==> src/rtl/rf_wb_arbiter.sv <==
// Round-robin write-back arbiter for the RF write port; the winner reaches the RF one cycle after its handshake.
// Never back-pressures itself; i_hold blocks every grant. `RF_WB_BYPASS_EN forwards the in-flight write to the read ports.
module rf_wb_arbiter #(
   parameter int N_REQ    = 3,
   parameter int ADDR_NBW = 5,
   parameter int DATA_NBW = 32
) (
   input  logic                      clk,
   input  logic                      rst_async_n,
   input  logic                      i_hold,
   input  logic [N_REQ-1:0]          i_req_vld,
   input  logic [N_REQ*ADDR_NBW-1:0] i_req_addr,
   input  logic [N_REQ*DATA_NBW-1:0] i_req_dt,
   output logic [N_REQ-1:0]          o_req_rdy,
   output logic                      o_rf_wr_en,
   output logic [ADDR_NBW-1:0]       o_rf_wr_addr,
   output logic [DATA_NBW-1:0]       o_rf_wr_dt,
   input  logic [ADDR_NBW-1:0]       i_rd_addr_1,
   input  logic [ADDR_NBW-1:0]       i_rd_addr_2,
   input  logic [DATA_NBW-1:0]       i_rf_rd_dt_1,
   input  logic [DATA_NBW-1:0]       i_rf_rd_dt_2,
   output logic [DATA_NBW-1:0]       o_rd_dt_1,
   output logic [DATA_NBW-1:0]       o_rd_dt_2
);

   localparam int PTR_NBW = $clog2(N_REQ);

   logic [PTR_NBW-1:0]  rr_ptr_q, rr_ptr_d;
   logic                wr_en_q, wr_en_d;
   logic [ADDR_NBW-1:0] wr_addr_q, wr_addr_d;
   logic [DATA_NBW-1:0] wr_dt_q, wr_dt_d;

   logic [ADDR_NBW-1:0] req_addr_a [N_REQ];
   logic [DATA_NBW-1:0] req_dt_a   [N_REQ];

   logic [N_REQ-1:0]    gnt;
   logic                gnt_found;
   logic [PTR_NBW-1:0]  gnt_idx;
   logic [PTR_NBW:0]    idx;

   for (genvar gi = 0; gi < N_REQ; gi++) begin : g_unpack
      assign req_addr_a[gi] = i_req_addr[gi*ADDR_NBW +: ADDR_NBW];
      assign req_dt_a[gi]   = i_req_dt[gi*DATA_NBW +: DATA_NBW];
   end

   // Search from rr_ptr upward, wrapping modulo N_REQ; the first valid requester wins.
   always_comb begin
      gnt       = '0;
      gnt_found = 1'b0;
      gnt_idx   = '0;
      idx       = '0;
      for (int k = 0; k < N_REQ; k++) begin
         idx = {1'b0, rr_ptr_q} + (PTR_NBW+1)'(k);
         if (idx >= (PTR_NBW+1)'(N_REQ)) begin
            idx = idx - (PTR_NBW+1)'(N_REQ);
         end
         if (!gnt_found && !i_hold && i_req_vld[idx[PTR_NBW-1:0]]) begin
            gnt[idx[PTR_NBW-1:0]] = 1'b1;
            gnt_idx               = idx[PTR_NBW-1:0];
            gnt_found             = 1'b1;
         end
      end
   end

   always_comb begin
      rr_ptr_d  = rr_ptr_q;
      wr_en_d   = 1'b0;
      wr_addr_d = wr_addr_q;
      wr_dt_d   = wr_dt_q;
      if (gnt_found) begin
         rr_ptr_d  = (gnt_idx == PTR_NBW'(N_REQ-1)) ? '0 : gnt_idx + 1'b1;
         // x0 writes are consumed but never issued to the RF.
         wr_en_d   = (req_addr_a[gnt_idx] != '0);
         wr_addr_d = req_addr_a[gnt_idx];
         wr_dt_d   = req_dt_a[gnt_idx];
      end
   end

   always_ff @(posedge clk or negedge rst_async_n) begin
      if (!rst_async_n) begin
         rr_ptr_q  <= '0;
         wr_en_q   <= 1'b0;
         wr_addr_q <= '0;
         wr_dt_q   <= '0;
      end else begin
         rr_ptr_q  <= rr_ptr_d;
         wr_en_q   <= wr_en_d;
         wr_addr_q <= wr_addr_d;
         wr_dt_q   <= wr_dt_d;
      end
   end

   assign o_req_rdy    = gnt;
   assign o_rf_wr_en   = wr_en_q;
   assign o_rf_wr_addr = wr_addr_q;
   assign o_rf_wr_dt   = wr_dt_q;

`ifdef RF_WB_BYPASS_EN
   // The RF captures the write only at the end of this cycle, so forward it here.
   assign o_rd_dt_1 = (wr_en_q && (wr_addr_q == i_rd_addr_1)) ? wr_dt_q : i_rf_rd_dt_1;
   assign o_rd_dt_2 = (wr_en_q && (wr_addr_q == i_rd_addr_2)) ? wr_dt_q : i_rf_rd_dt_2;
`else
   assign o_rd_dt_1 = i_rf_rd_dt_1;
   assign o_rd_dt_2 = i_rf_rd_dt_2;

   logic unused_rd_addr;
   assign unused_rd_addr = ^{i_rd_addr_1, i_rd_addr_2};
`endif

endmodule

==> config.mk <==
export PLATFORM = sky130hd
export DESIGN_NAME = rf_wb_arbiter
export DESIGN_NICKNAME = d
export VERILOG_FILES = /design/src/rtl/rf_wb_arbiter.sv
export SDC_FILE = /design/constraint.sdc
export NUM_CORES = 1
export LEC_CHECK = 0
export BUFFER_PORTS_ARGS = -buffer_cell sky130_fd_sc_hd__buf_4
export CORE_AREA = 2 2 113 115
export DETAILED_ROUTE_END_ITERATION = 7
export DIE_AREA = 0 0 115 117
export PLACE_DENSITY = 0.56
export SLEW_MARGIN = 5
export SYNTH_ARGS = -nofsm -noshare
export SYNTH_HDL_FRONTEND = slang
export SYNTH_SLANG_ARGS = --single-unit
==> constraint.sdc <==
create_clock -name clk -period 3.65 [get_ports clk]
set_input_delay 0 -clock clk [delete_from_list [all_inputs] [get_ports clk]]
set_output_delay 0 -clock clk [all_outputs]
set_load 0.01 [all_outputs]
==> results.txt <==
Type of origin of the critical path -> register
Synth Cell Area -> 2930 sq um
Clock skew -> 6.61 ps
Period utilisation layout -> 0.894
Final Hold Vio Count -> 0
R2R cell count -> 11
Clk_lat worst skew -> 280 ps
Ys Warns -> 0
First-pass GRT wire length -> 13.1 mm
Worst Setup End Kind -> register
CP required -> 3820 ps
Largest net degree at the start of global routing -> 41
Die height -> 117 um
Post-synthesis instance total -> 315
Seq/Total Area, Yosys -> 0.342
CP max FO -> 24
Chip Width -> 115 um
Worst hold path type -> in2out
Most frequent cells in the layout -> 161 x buf_4, 50 x o21ai_1, 43 x dlygate4sd3_1
Top_reg_cell synth -> dfrtp_1
TritonCTS Buffers -> 5
Critical path arrival -> 3430 ps
RSZ-0062 raised after global routing -> false
Vias -> 2659
Layout area overhead -> 49.1%
Synth Area in Compound Gates -> 0.194
CTS tree -> yes
Flop-to-flop setup slack -> 390 ps
GP Congestion -> 0.798
PwrDens -> 778 nW/um^2
Vias in the first global route -> 2630
Antenna violations before repair -> 0
Die area -> 13500 sq um
Worst r2r src -> rr_ptr_q[1]
Final Power -> 0.00340 W
Max-cap violation count -> 0
Initial Util -> 0.238
Core area -> 12300 sq um
Num rows -> 41
Seq cells post-synth -> 40
Total congestion overflow -> 0
Share of cells above drive strength 1 -> 0.404
Reg2reg end -> o_rf_wr_dt[22]
Post-synthesis mux area share -> 0.151
Number of synthesized flops with an enable pin -> 0
Status -> finished, final reports clean
XOR/XNOR Fraction of Synth Area -> 0
Final setup viols -> 0
Post-CTS Setup Repair Bufs -> 0
Total Routing Usage GR -> 0.124
Syn nets -> 510
DRC viols -> 0
Crit path time final -> 3260 ps
Slew Viols, Final -> 0
Max-slew headroom -> 0.649
Port buffer count -> 157
Post-synthesis simple-gate area fraction -> 0.0867
Hold Crit Endpoint -> o_rd_dt_2[16]
Async SR Flop Fraction -> 1.00
Io pins -> 296
Total Nets Final -> 639
Worst hold slack -> 0.00390 ps
Clk buf depth -> 2
WL/cell -> 14.5 um
Vias/cell -> 4.47
Drt total wl -> 8.63 mm
Clock transition at path regs -> 60 ps
Setup TNS -> 0 ps
Post-synthesis adder-cell area fraction -> 0.0171
Setup slack after layout -> 388 ps
Max H-tree Level -> 2
Number of distinct library cells after synthesis -> 34
Largest family of logic cells by synthesized area -> buffers and inverters
Avg Inst Size Synth -> 9.30 sq um
Ant. Diodes -> 0
Fmax -> 307 MHz
Worst min-delay path startpoint -> i_rf_rd_dt_2[16]
TritonRoute pass-1 iters -> 4
WHS Path Cells -> 0
Iteration-0 DRC Markers -> 75
Leak -> 2.27 nW
Actual slew at the worst max-slew pin -> 522 ps
Antenna viol nets, final -> 0
CTS root buffer -> clkbuf_16
Sink Count -> 40
WS Path Type -> reg2reg
Commonest non-fill, non-tap cell in the layout -> buf_4
Pre-CTS setup slack -> 754 ps
Worst VDD drop -> 0.270 mV
Hpwl dp -> 6.62 mm
[worst max-delay path, cell delays in order, from the launching register on]
cell and delay [ps]:
dfrtp_1 400, inv_1 80, ha_1 280, mux2i_1 260, o22a_1 290, nor2_1 110
a211oi_4 320, buf_4 330, nand2b_1 150, buf_4 250, o21ai_1 100, dlygate4sd3_1 560
[registers in the layout, summed over array words and instances (netlist names)]
signal / cells
rr_ptr_q: 2
o_rf_wr_addr: 5
o_rf_wr_en: 1
o_rf_wr_dt: 32
[stage by stage]
| step | util | instance area, sq um | std cells |
|---|---|---|---|
| 2_1_floorplan | - | 2930 | 315 |
| 3_3_place_gp | 0.306 | 3770 | 544 |
| 3_5_place_dp | 0.306 | 3770 | 544 |
| 4_1_cts | 0.355 | 4370 | 595 |
| 5_1_grt | 0.355 | 4370 | 595 |
| 6_report | 0.355 | 4370 | 595 |
[cell usage after synthesis, types with 2 or more instances]
master,instances,area [sq um]
buf_4,66,495
o21ai_1,50,250
dfrtp_1,40,1000
mux2i_1,40,400
nand2_1,37,139
a22oi_1,21,158
buf_2,11,55.1
inv_1,5,18.8
ha_1,4,50.1
o21ai_0,4,20.0
buf_6,3,33.8
clkbuf_1,3,11.3
nor2b_1,3,18.8
a21o_1,2,15.0
and2_1,2,12.5
mux2_4,2,30.0
nand3_1,2,10.0
nand3b_1,2,15.0
nor2_1,2,7.51
nor3b_1,2,15.0
[kinds of logic (layout without fill, tap and decap cells)]
logic type      count (synthesis)  count (layout)
mux                            43              43
compound gates                 86              86
simple gates                   54              54
buf+inv                        88             218
fa+ha+maj                       4               4
flops                          40              40
[worst max-delay path by stage]
stage                      startpoint        endpoint  slack (ps)  cells after the start
after floorplan           rr_ptr_q[0]      o_rf_wr_en        1280                     11
after global placement    rr_ptr_q[0]   o_rf_wr_dt[2]         830                      8
after detailed placement  rr_ptr_q[0]  o_rf_wr_dt[30]         750                      8
after CTS                 rr_ptr_q[0]   o_rf_wr_dt[3]         230                      9
after global routing      rr_ptr_q[1]   o_rf_wr_dt[1]         150                     11
final                     rr_ptr_q[1]  o_rf_wr_dt[22]         390                     11
[layer usage]
metal | wire length (um) | part of all wire | GRT usage
met1 | 3270 | 0.38 | 0.139
met2 | 4610 | 0.53 | 0.231
met3 | 588 | 0.068 | 0.0314
met4 | 161 | 0.019 | 0.0402
met5 | 0 | 0 | 0
[final cells by class]
class	count	area [sq um]
fill	1290	7950
timing repair buffer	205	1660
tap	150	188
clock inverter	2	35.0
inverter	5	18.8
clock buffer	6	129
sequential	40	1000
multi-input combinational	187	1340
[where the power goes]
| group | leakage, nW | internal [W] | switching, W |
|---|---|---|---|
| logic | 1.71 | 0.00108 | 0.00101 |
| registers | 0.482 | 0.000683 | 0.000131 |
| clock network | 0.0808 | 0.000322 | 0.000174 |
| total | 2.27 | 0.00208 | 0.00131 |
[timing repair]
action | CTS | global route
endpoints found under the setup margin | 0 | 15
hold buffers | 43 | 0
endpoints found under the hold margin | 66 | 0
resized for setup | 0 | 1
Power figures use the tool's default switching activity.
